`src/rtl/usb_send_packet.sv`:
```
// usb_send_packet: transmit packet framer between the host transaction controller and the SIE.
// Builds PID, token (CRC5), data (CRC16) and handshake packets as a byte stream.
// Optional feature: define USB_SOF_TOKEN_EN to frame SOF tokens (PID 5) from frameNum.
module usb_send_packet #(
  parameter int unsigned MAX_DATA_BYTES = 1023
) (
  input  logic        clk,
  input  logic        rst,
  input  logic [3:0]  sendPacketPID,
  input  logic        sendPacketWEn,
  output logic        sendPacketRdy,
  input  logic [6:0]  tokenAddr,
  input  logic [3:0]  tokenEndp,
  input  logic [10:0] frameNum,
  input  logic [7:0]  fifoData,
  input  logic        fifoEmpty,
  output logic        fifoREn,
  output logic [7:0]  sieData,
  output logic        sieValid,
  input  logic        sieReady,
  output logic        sieLast
);

  typedef enum logic [2:0] {
    StIdle, StPid, StTok1, StTok2, StData, StCrcLo, StCrcHi, StDone
  } state_t;

  typedef enum logic [1:0] {ClsBad, ClsTok, ClsData, ClsHs} pid_cls_t;

  localparam logic [9:0] MaxCount = 10'(MAX_DATA_BYTES);

  function automatic pid_cls_t pid_class(input logic [3:0] pid);
    pid_cls_t cls;
    case (pid)
      4'h1, 4'h9, 4'hd: cls = ClsTok;
`ifdef USB_SOF_TOKEN_EN
      4'h5:             cls = ClsTok;
`endif
      4'h3, 4'hb:       cls = ClsData;
      4'h2, 4'ha, 4'he: cls = ClsHs;
      default:          cls = ClsBad;
    endcase
    return cls;
  endfunction

  // Result is complemented and bit-reversed so it drops straight into byte[7:3] (c4 first on wire)
  function automatic logic [4:0] crc5_bits(input logic [10:0] f);
    logic [4:0] c;
    logic       fb;
    c = 5'b11111;
    for (int i = 0; i < 11; i++) begin
      fb = f[i] ^ c[4];
      c  = {c[3:0], 1'b0} ^ (fb ? 5'b00101 : 5'b00000);
    end
    return ~{c[0], c[1], c[2], c[3], c[4]};
  endfunction

  function automatic logic [15:0] crc16_byte(input logic [15:0] crc_in, input logic [7:0] d);
    logic [15:0] c;
    c = crc_in ^ {8'h00, d};
    for (int i = 0; i < 8; i++) begin
      c = c[0] ? ((c >> 1) ^ 16'hA001) : (c >> 1);
    end
    return c;
  endfunction

  state_t      r_state;
  logic [3:0]  r_pid;
  logic [10:0] r_field;
  logic [15:0] r_crc16;
  logic [9:0]  r_count;
  logic        r_rdy;
  logic [7:0]  r_sie_data;
  logic        r_sie_valid;
  logic        r_sie_last;

  pid_cls_t    w_new_cls;
  pid_cls_t    w_cur_cls;
  logic [4:0]  w_crc5;
  logic        w_byte_acc;
  logic        w_data_avail;
  logic        w_data_xfer;

  assign w_new_cls    = pid_class(sendPacketPID);
  assign w_cur_cls    = pid_class(r_pid);
  assign w_crc5       = crc5_bits(r_field);
  assign w_byte_acc   = r_sie_valid & sieReady;
  // Payload bytes pass straight from the FWFT head so the next byte is ready right after a pop
  assign w_data_avail = (r_state == StData) & ~fifoEmpty & (r_count != MaxCount);
  assign w_data_xfer  = w_data_avail & sieReady;

  assign fifoREn       = w_data_xfer & ~rst;
  assign sendPacketRdy = r_rdy;
  assign sieValid      = (r_state == StData) ? w_data_avail : r_sie_valid;
  assign sieData       = (r_state == StData) ? fifoData : r_sie_data;
  assign sieLast       = r_sie_last;

  // Framer FSM: sequences packet bytes and holds each registered byte until the SIE takes it
  always_ff @(posedge clk) begin
    if (rst) begin
      r_state     <= StIdle;
      r_pid       <= 4'h0;
      r_field     <= 11'h000;
      r_crc16     <= 16'hFFFF;
      r_count     <= 10'd0;
      r_rdy       <= 1'b0;
      r_sie_data  <= 8'h00;
      r_sie_valid <= 1'b0;
      r_sie_last  <= 1'b0;
    end else begin
      unique case (r_state)
        StIdle: begin
          r_rdy <= 1'b1;
          if (r_rdy && sendPacketWEn) begin
            r_rdy   <= 1'b0;
            r_pid   <= sendPacketPID;
            // frameNum only matters for SOF; for other PIDs the token field is {endp, addr}
            r_field <= (sendPacketPID == 4'h5) ? frameNum : {tokenEndp, tokenAddr};
            if (w_new_cls == ClsBad) begin
              r_state <= StDone;
            end else begin
              r_state     <= StPid;
              r_sie_data  <= {~sendPacketPID, sendPacketPID};
              r_sie_valid <= 1'b1;
              r_sie_last  <= (w_new_cls == ClsHs);
            end
          end
        end
        StPid: begin
          if (w_byte_acc) begin
            case (w_cur_cls)
              ClsTok: begin
                r_state    <= StTok1;
                r_sie_data <= r_field[7:0];
              end
              ClsData: begin
                r_state     <= StData;
                r_sie_valid <= 1'b0;
                r_crc16     <= 16'hFFFF;
                r_count     <= 10'd0;
              end
              default: begin
                r_state     <= StDone;
                r_sie_valid <= 1'b0;
                r_sie_last  <= 1'b0;
              end
            endcase
          end
        end
        StTok1: begin
          if (w_byte_acc) begin
            r_state    <= StTok2;
            r_sie_data <= {w_crc5, r_field[10:8]};
            r_sie_last <= 1'b1;
          end
        end
        StTok2: begin
          if (w_byte_acc) begin
            r_state     <= StDone;
            r_sie_valid <= 1'b0;
            r_sie_last  <= 1'b0;
          end
        end
        StData: begin
          if (w_data_xfer) begin
            r_crc16 <= crc16_byte(r_crc16, fifoData);
            r_count <= r_count + 10'd1;
          end else if (!w_data_avail) begin
            // FIFO drained or byte cap reached: close the payload, never wait for more data
            r_state     <= StCrcLo;
            r_sie_data  <= ~r_crc16[7:0];
            r_sie_valid <= 1'b1;
          end
        end
        StCrcLo: begin
          if (w_byte_acc) begin
            r_state    <= StCrcHi;
            r_sie_data <= ~r_crc16[15:8];
            r_sie_last <= 1'b1;
          end
        end
        StCrcHi: begin
          if (w_byte_acc) begin
            r_state     <= StDone;
            r_sie_valid <= 1'b0;
            r_sie_last  <= 1'b0;
          end
        end
        StDone: begin
          r_state <= StIdle;
          r_rdy   <= 1'b1;
        end
        default: begin
          r_state <= StIdle;
        end
      endcase
    end
  end

endmodule

```
`config.mk`:
```
export PLATFORM = sky130hd
export DESIGN_NAME = usb_send_packet
export DESIGN_NICKNAME = d
export VERILOG_FILES = /design/src/rtl/usb_send_packet.sv
export SDC_FILE = /design/constraint.sdc
export NUM_CORES = 1
export LEC_CHECK = 0
export BUFFER_PORTS_ARGS = -buffer_cell sky130_fd_sc_hd__buf_2
export CORE_UTILIZATION = 45
export DETAILED_ROUTE_END_ITERATION = 16
export PLACE_DENSITY = 0.76
export SETUP_SLACK_MARGIN = 0.02
export SYNTH_ARGS = -nofsm -noshare
export SYNTH_HDL_FRONTEND = slang
export SYNTH_SLANG_ARGS = --single-unit
```
`constraint.sdc`:
```
create_clock -name clk -period 2.5 [get_ports clk]
set_input_delay 0.125 -clock clk [delete_from_list [all_inputs] [get_ports clk]]
set_output_delay 0.125 -clock clk [all_outputs]
set_load 0.01 [all_outputs]
```
==> impl_metrics.yaml, run 1 <==
clock_tree:
  cts-root-buf: "clkbuf_8"
  cts_num_sinks: 57
  ctsResizeCount: 0
  tritoncts: "yes"
  numCtsBuffers: 9
  path_clk_slew_ps: 70
  ctsHtreeMaxLevel: 3
  cts_hold_buf: 0
  clock_path_buffers: 2
  cts_setup_buffers: 0
  clk_latency_ps: 350
critical_path:
  startpoint_type: "flip-flop"
  worstSetupPathType: "reg -> out"
  end_kind: "output pin"
  cp.arrival_ps: 2120
  required_ps: 2380
  worstPathMaxFanout: 11
floorplanning:
  start_util_pct: 47.5
  coreArea_um2: 7370
  dieArea_um2: 8130
  die_h_um: 90.2
  die_width_um: 90.2
  num_rows: 31
  num_io_pins: 51
timing:
  slew_viol_final: 0
  setup_viol: 0
  tightest_slew_ps: 769
  tns_ps: 0
  fin_crit_ps: 2250
  fin_crit_sh_pct: 89.9
  finalWorstSetupSlack_ps: 252
  rsz0062_at_grt: "false"
  fin_skew_ps: 5.76
  fmax_mhz: 445
  maxSlewHeadroom_pct: 48.7
  finalHoldViolations: 0
global_route:
  globalRoute.busiestLayer: "met2"
  antenna_found_initial: 0
  grt_pass1_vias: 2913
  gr-usage-met2_pct: 34.2
  global_route.usage.total_pct: 20.8
  grt_pass1_wl_mm: 13.7
  grt_use_met1_pct: 27.0
  use_met3_pct: 5.50
  grt_max_degree: 44
  grt_overflow_total: 0
place:
  dp_slack_ps: 394
  io_buffers: 50
  dpl_cell_area_um2: 3840
  hpwl_mm: 5.93
  gp_congestion: 0.907
route:
  drc: 0
  vias: 3153
  drt_iter0_drc: 218
  wl_mm: 8.02
  ant_nets: 0
  post_drt_wl_per_cell_um: 13.7
  viasPerCell: 5.39
  drt_pass1_iterations: 4
finish:
  multi_input_area_um2: 2180
  area_growth_pct: 16.2
  final_nets: 526
  fillers: 709
  regArea_um2: 1140
  drive_above_1_share_pct: 17.9
  antenna_cells: 0
  fin_area_um2: 4070
pwr:
  p_total_mw: 4.42
  combPwrFrac_pct: 48.5
  p_clk_share_pct: 22.9
  cellPowerDensity_nw_per_um2: 1090
  p_leak_nw: 1.70
  switching_power_mw: 1.76
  ir_worst_vdd_uv: 451
  seq_power_share_pct: 28.6
  p_sw_share_pct: 39.9
  p_int_mw: 2.65
logic_synthesis:
  ys_ff_latch: 57
  synth_cell_types: 57
  syn_avg_cell_area_um2: 7.98
  yosysWarnings: 0
  synth_nets: 483
  netlist_area_um2: 3500
  synth_ff_type: "dfxtp_1"
  synth-edff-count: 0
  synthCells: 438
  yosysSeqAreaShare_pct: 32.6
  async_flop_share_pct: 0
run:
  max_cap_viol_count: 0
hold_path:
  hold_class: "in -> reg"
outcome:
  status: "finished, final reports clean"
per-stage QoR:
step / cells / util, % / hold slack, ps
2_1_floorplan: 438 / - / 310
3_3_place_gp: 569 / 52.1 / 462
3_5_place_dp: 569 / 52.1 / 469
4_1_cts: 585 / 55.2 / 109
5_1_grt: 585 / 55.2 / 124
6_report: 585 / 55.2 / 107
cell families (layout without fill, tap and decap cells):
| logic type | after synthesis | after routing | share of synthesized area [%] |
|---|---|---|---|
| AND/OR/NAND/NOR | 175 | 175 | 23.5 |
| AO/OA/AOI/OAI | 86 | 86 | 16.4 |
| flip-flops | 57 | 57 | 32.6 |
| XOR/XNOR | 45 | 45 | 12.7 |
| buffers and inverters | 44 | 92 | 5.08 |
| multiplexers | 25 | 25 | 7.51 |
| adder cells (fa/ha/maj) | 6 | 6 | 2.15 |
registers in the layout, summed over array words and instances (netlist names):
name / flops
r_sie_valid: 1
r_count: 10
r_state: 3
sieLast: 1
r_crc16: 16
sendPacketRdy: 1
r_field: 11
r_sie_data: 8
w_cur_cls: 2
r_pid: 4
worst max-delay path, cell delays in order (launching register included):
cell	delay [ps]
dfxtp_1	490
and2b_1	250
a41oi_1	290
nor2_1	110
a21o_1	300
nor2_1	180
buf_2	160
power groups by stage:
stage          clock network [mW]  logic (mW)  registers, mW
4_1_cts                      1.02        2.15           1.26
3_5_place_dp                    0        2.13           1.28
3_3_place_gp                    0        2.11           1.27
6_report                     1.01        2.14           1.27
2_1_floorplan                   0        1.71           1.21
5_1_grt                      1.06        2.41           1.29
cell type report:
type,count,share of cell area [%]
Timing Repair Buffer,62,8.37
Clock buffer,11,3.72
Tap cell,99,3.05
Inverter,14,1.29
Sequential cell,57,28.1
Clock inverter,5,1.91
Multi-Input combinational cell,337,53.6
final timing paths:
kind	start	end	slack, ps	cells past startpoint
worst max-delay path	r_state[2]	fifoREn	250	6
worst min-delay path	frameNum[0]	r_field[0]	110	3
worst max register to register	r_state[0]	r_count[9]	350	8
worst min register to register	sieLast	sieLast	480	2
cells in the final DEF (no fill, tap or decap), types with 4 or more instances in the layout:
cell type  instances
a211oi_1          19
a21oi_1           18
and3_1             5
buf_2             50
buf_4             12
clkbuf_8          11
dfxtp_1           57
ha_1               6
inv_1             13
mux2i_1           24
nand2_1           45
nand2b_1          11
nand3_1           16
nand3b_1           4
nand4_1            4
nor2_1            63
nor2b_1            4
nor3_1             9
o21ai_0           20
xnor2_1           28
xor2_1            12
metal layers:
metal | part of all wire, % | wire (um)
met3 | 5.6 | 449
met5 | 0 | 0
met1 | 46 | 3700
met4 | 1.4 | 110
met2 | 47 | 3760
cells in the mapped netlist (3+ instances only):
master / count / area (um2)
o21ai_0: 20 / 100
xnor2_1: 28 / 245
nor3_1: 9 / 45.0
nand2b_1: 11 / 68.8
nor2b_1: 4 / 25.0
clkbuf_1: 18 / 67.6
dfxtp_1: 57 / 1140
xor2_1: 12 / 105
buf_1: 4 / 15.0
a211oi_1: 19 / 143
nand4_1: 4 / 25.0
buf_2: 6 / 30.0
a221o_1: 3 / 30.0
a21oi_1: 18 / 90.1
nand3_1: 16 / 80.1
inv_1: 13 / 48.8
ha_1: 6 / 75.1
a31oi_1: 3 / 18.8
mux2i_1: 24 / 240
nor2_1: 63 / 236
and3_1: 5 / 31.3
nand3b_1: 4 / 30.0
nand2_1: 45 / 169
a311oi_1: 3 / 26.3
Note: power is estimated with default switching activity, not from simulation.
==> run 2: changes to the inputs <==
--- a/config.mk
+++ b/config.mk
@@ -6,9 +6,9 @@
 export NUM_CORES = 1
 export LEC_CHECK = 0
 export BUFFER_PORTS_ARGS = -buffer_cell sky130_fd_sc_hd__buf_2
-export CORE_UTILIZATION = 45
+export CORE_UTILIZATION = 30
 export DETAILED_ROUTE_END_ITERATION = 16
-export PLACE_DENSITY = 0.76
+export PLACE_DENSITY = 0.58
 export SETUP_SLACK_MARGIN = 0.02
 export SYNTH_ARGS = -nofsm -noshare
 export SYNTH_HDL_FRONTEND = slang
==> run 2 against run 1 <==
Critical path depth stayed put. Maximum frequency is 1.0% lower. Final cell count is 7.4% higher. Core utilization is 18 points lower. Via count is 1.7% lower. Non-clock buffer count stayed put. First-iteration DRC count is 11% lower. Global-route usage is 5.5 points lower. Register-to-register slack hardly changed. Critical path type unchanged. Critical endpoint unchanged.
==> impl_metrics.yaml, run 2 (synthesized netlist as in run 1, its figures left out) <==
outcome:
  status: "finished, final reports clean"
finish:
  final_nets: 526
  final_common_cell: "nor2_1"
  drive_above_1_share_pct: 17.3
  area_growth_pct: 19.2
  reg_top3: "r_crc16 x16, r_field x11, r_count x10"
  final_cell_mix: "nor2_1 (63), dfxtp_1 (57), buf_2 (50)"
  largest_register: "r_crc16"
  fillers: 1173
  fin_cells: 628
  antenna_cells: 0
  largest_reg_flops: 16
place:
  hpwl_mm: 6.43
  placed_cells: 613
  io_buffers: 50
  dp_slack_ps: 407
  gp_congestion: 0.797
critical_path:
  startpoint: "r_state[2]"
  critPathTopFamily: "compound AO/OA/AOI/OAI gates"
  cp.arrival_ps: 2150
  worstSetupPathType: "reg -> out"
  worstPathMaxFanout: 11
  cp_common_cell: "nor2_1"
  startpoint_type: "flip-flop"
  max_stage_delay_ps: 480
  end_kind: "output pin"
  slowest_stage: "dfxtp_1"
  critPathBufInv: 1
  path_cells: "and2b_1 > a41oi_1 > nor2_1 > a21o_1 > nor2_1 > buf_2"
  rr_startpoint: "r_count[0]"
  required_ps: 2380
floorplanning:
  die_width_um: 110
  die_h_um: 110
  start_util_pct: 30.8
  coreArea_um2: 11400
  dieArea_um2: 12100
  num_io_pins: 51
  num_rows: 39
timing:
  finalWorstSetupSlack_ps: 229
  slew_viol_final: 0
  fin_skew_ps: 5.93
  fmax_mhz: 440
  finalHoldViolations: 0
  setup_viol: 0
  tns_ps: 0
  rsz0062_at_grt: "false"
  fin_crit_ps: 2270
  tightest_slew_ps: 818
  maxSlewHeadroom_pct: 45.5
  fin_crit_sh_pct: 90.9
global_route:
  grt_pass1_vias: 2897
  antenna_found_initial: 0
  grt_pass1_wl_mm: 14.2
  global_route.usage.total_pct: 15.4
  grt_overflow_total: 0
  grt_max_degree: 44
pwr:
  cellPowerDensity_nw_per_um2: 1100
  p_total_mw: 4.60
  p_leak_nw: 1.72
  ir_worst_vdd_uv: 471
clock_tree:
  tritoncts: "yes"
  cts_num_sinks: 57
  path_clk_slew_ps: 50
  numCtsBuffers: 9
  cts_hold_buf: 0
  cts-root-buf: "clkbuf_16"
  ctsHtreeMaxLevel: 3
  clk_latency_ps: 320
  clock_path_buffers: 2
route:
  drt_iter0_drc: 195
  wl_mm: 8.60
  drt_pass1_iterations: 5
  post_drt_wl_per_cell_um: 13.7
  vias: 3100
  drc: 0
  viasPerCell: 4.94
  ant_nets: 0
hold_path:
  hold_class: "in -> reg"
  hp-start: "frameNum[6]"
run:
  max_cap_viol_count: 0
run 2: cell types whose count changed in the layout (fill, tap and decap cells not counted), sizes merged:
cell | previous run | this run
bufinv | 2 | 1
clkinv | 2 | 3
clkinvlp | 1 | 0
run 2: final timing paths:
kind	cells after the start	slack, ps	end
worst max-delay path	6	230	fifoREn
worst min-delay path	3	140	r_field[6]
worst max register to register	8	360	r_count[9]
worst min register to register	2	480	sieLast
run 2: where the power goes:
part / switching [mW] / internal [mW]
Combinational: 1.21 / 0.961
Clock: 0.400 / 0.759
Sequential: 0.178 / 1.09
run 2: through the flow:
step	hold WS (ps)	area (um2)	utilization, %
2_1_floorplan	310	3500	-
3_3_place_gp	468	3890	34.2
3_5_place_dp	475	3890	34.2
4_1_cts	130	4170	36.7
5_1_grt	148	4170	36.7
6_report	140	4170	36.7
run 2: final cells by class:
cell class | count | area [um2] | share of cell area, %
well taps | 143 | 179 | 4.29
repair buffers | 62 | 340 | 8.16
clock inverters | 4 | 45.0 | 1.08
inverters | 14 | 52.6 | 1.26
flip-flops and latches | 57 | 1140 | 27.4
multi-input cells | 337 | 2180 | 52.3
clock buffers | 11 | 233 | 5.58
run 2: tightest hold or removal path, delay by kind of cell:
family | cells | cell delay [ps]
AO/OA/AOI/OAI | 1 | 80
buffers and inverters | 1 | 90
multiplexers | 1 | 110
run 2: timing repair:
action / in CTS / in global routing
endpoints found under the setup margin: 0 / 1
buffers inserted: 0 / 0
resized for setup: 0 / 1
run 2: metal layers:
metal / share of wire, % / GRT usage (%) / vias up / routed length (um)
li1: - / - / 1602 / -
met1: 49 / 20.8 / 1420 / 4210
met2: 45 / 24.1 / 72 / 3880
met3: 5.1 / 4.09 / 6 / 442
met4: 0.83 / 4.19 / 0 / 71
met5: 0 / 0 / - / 0
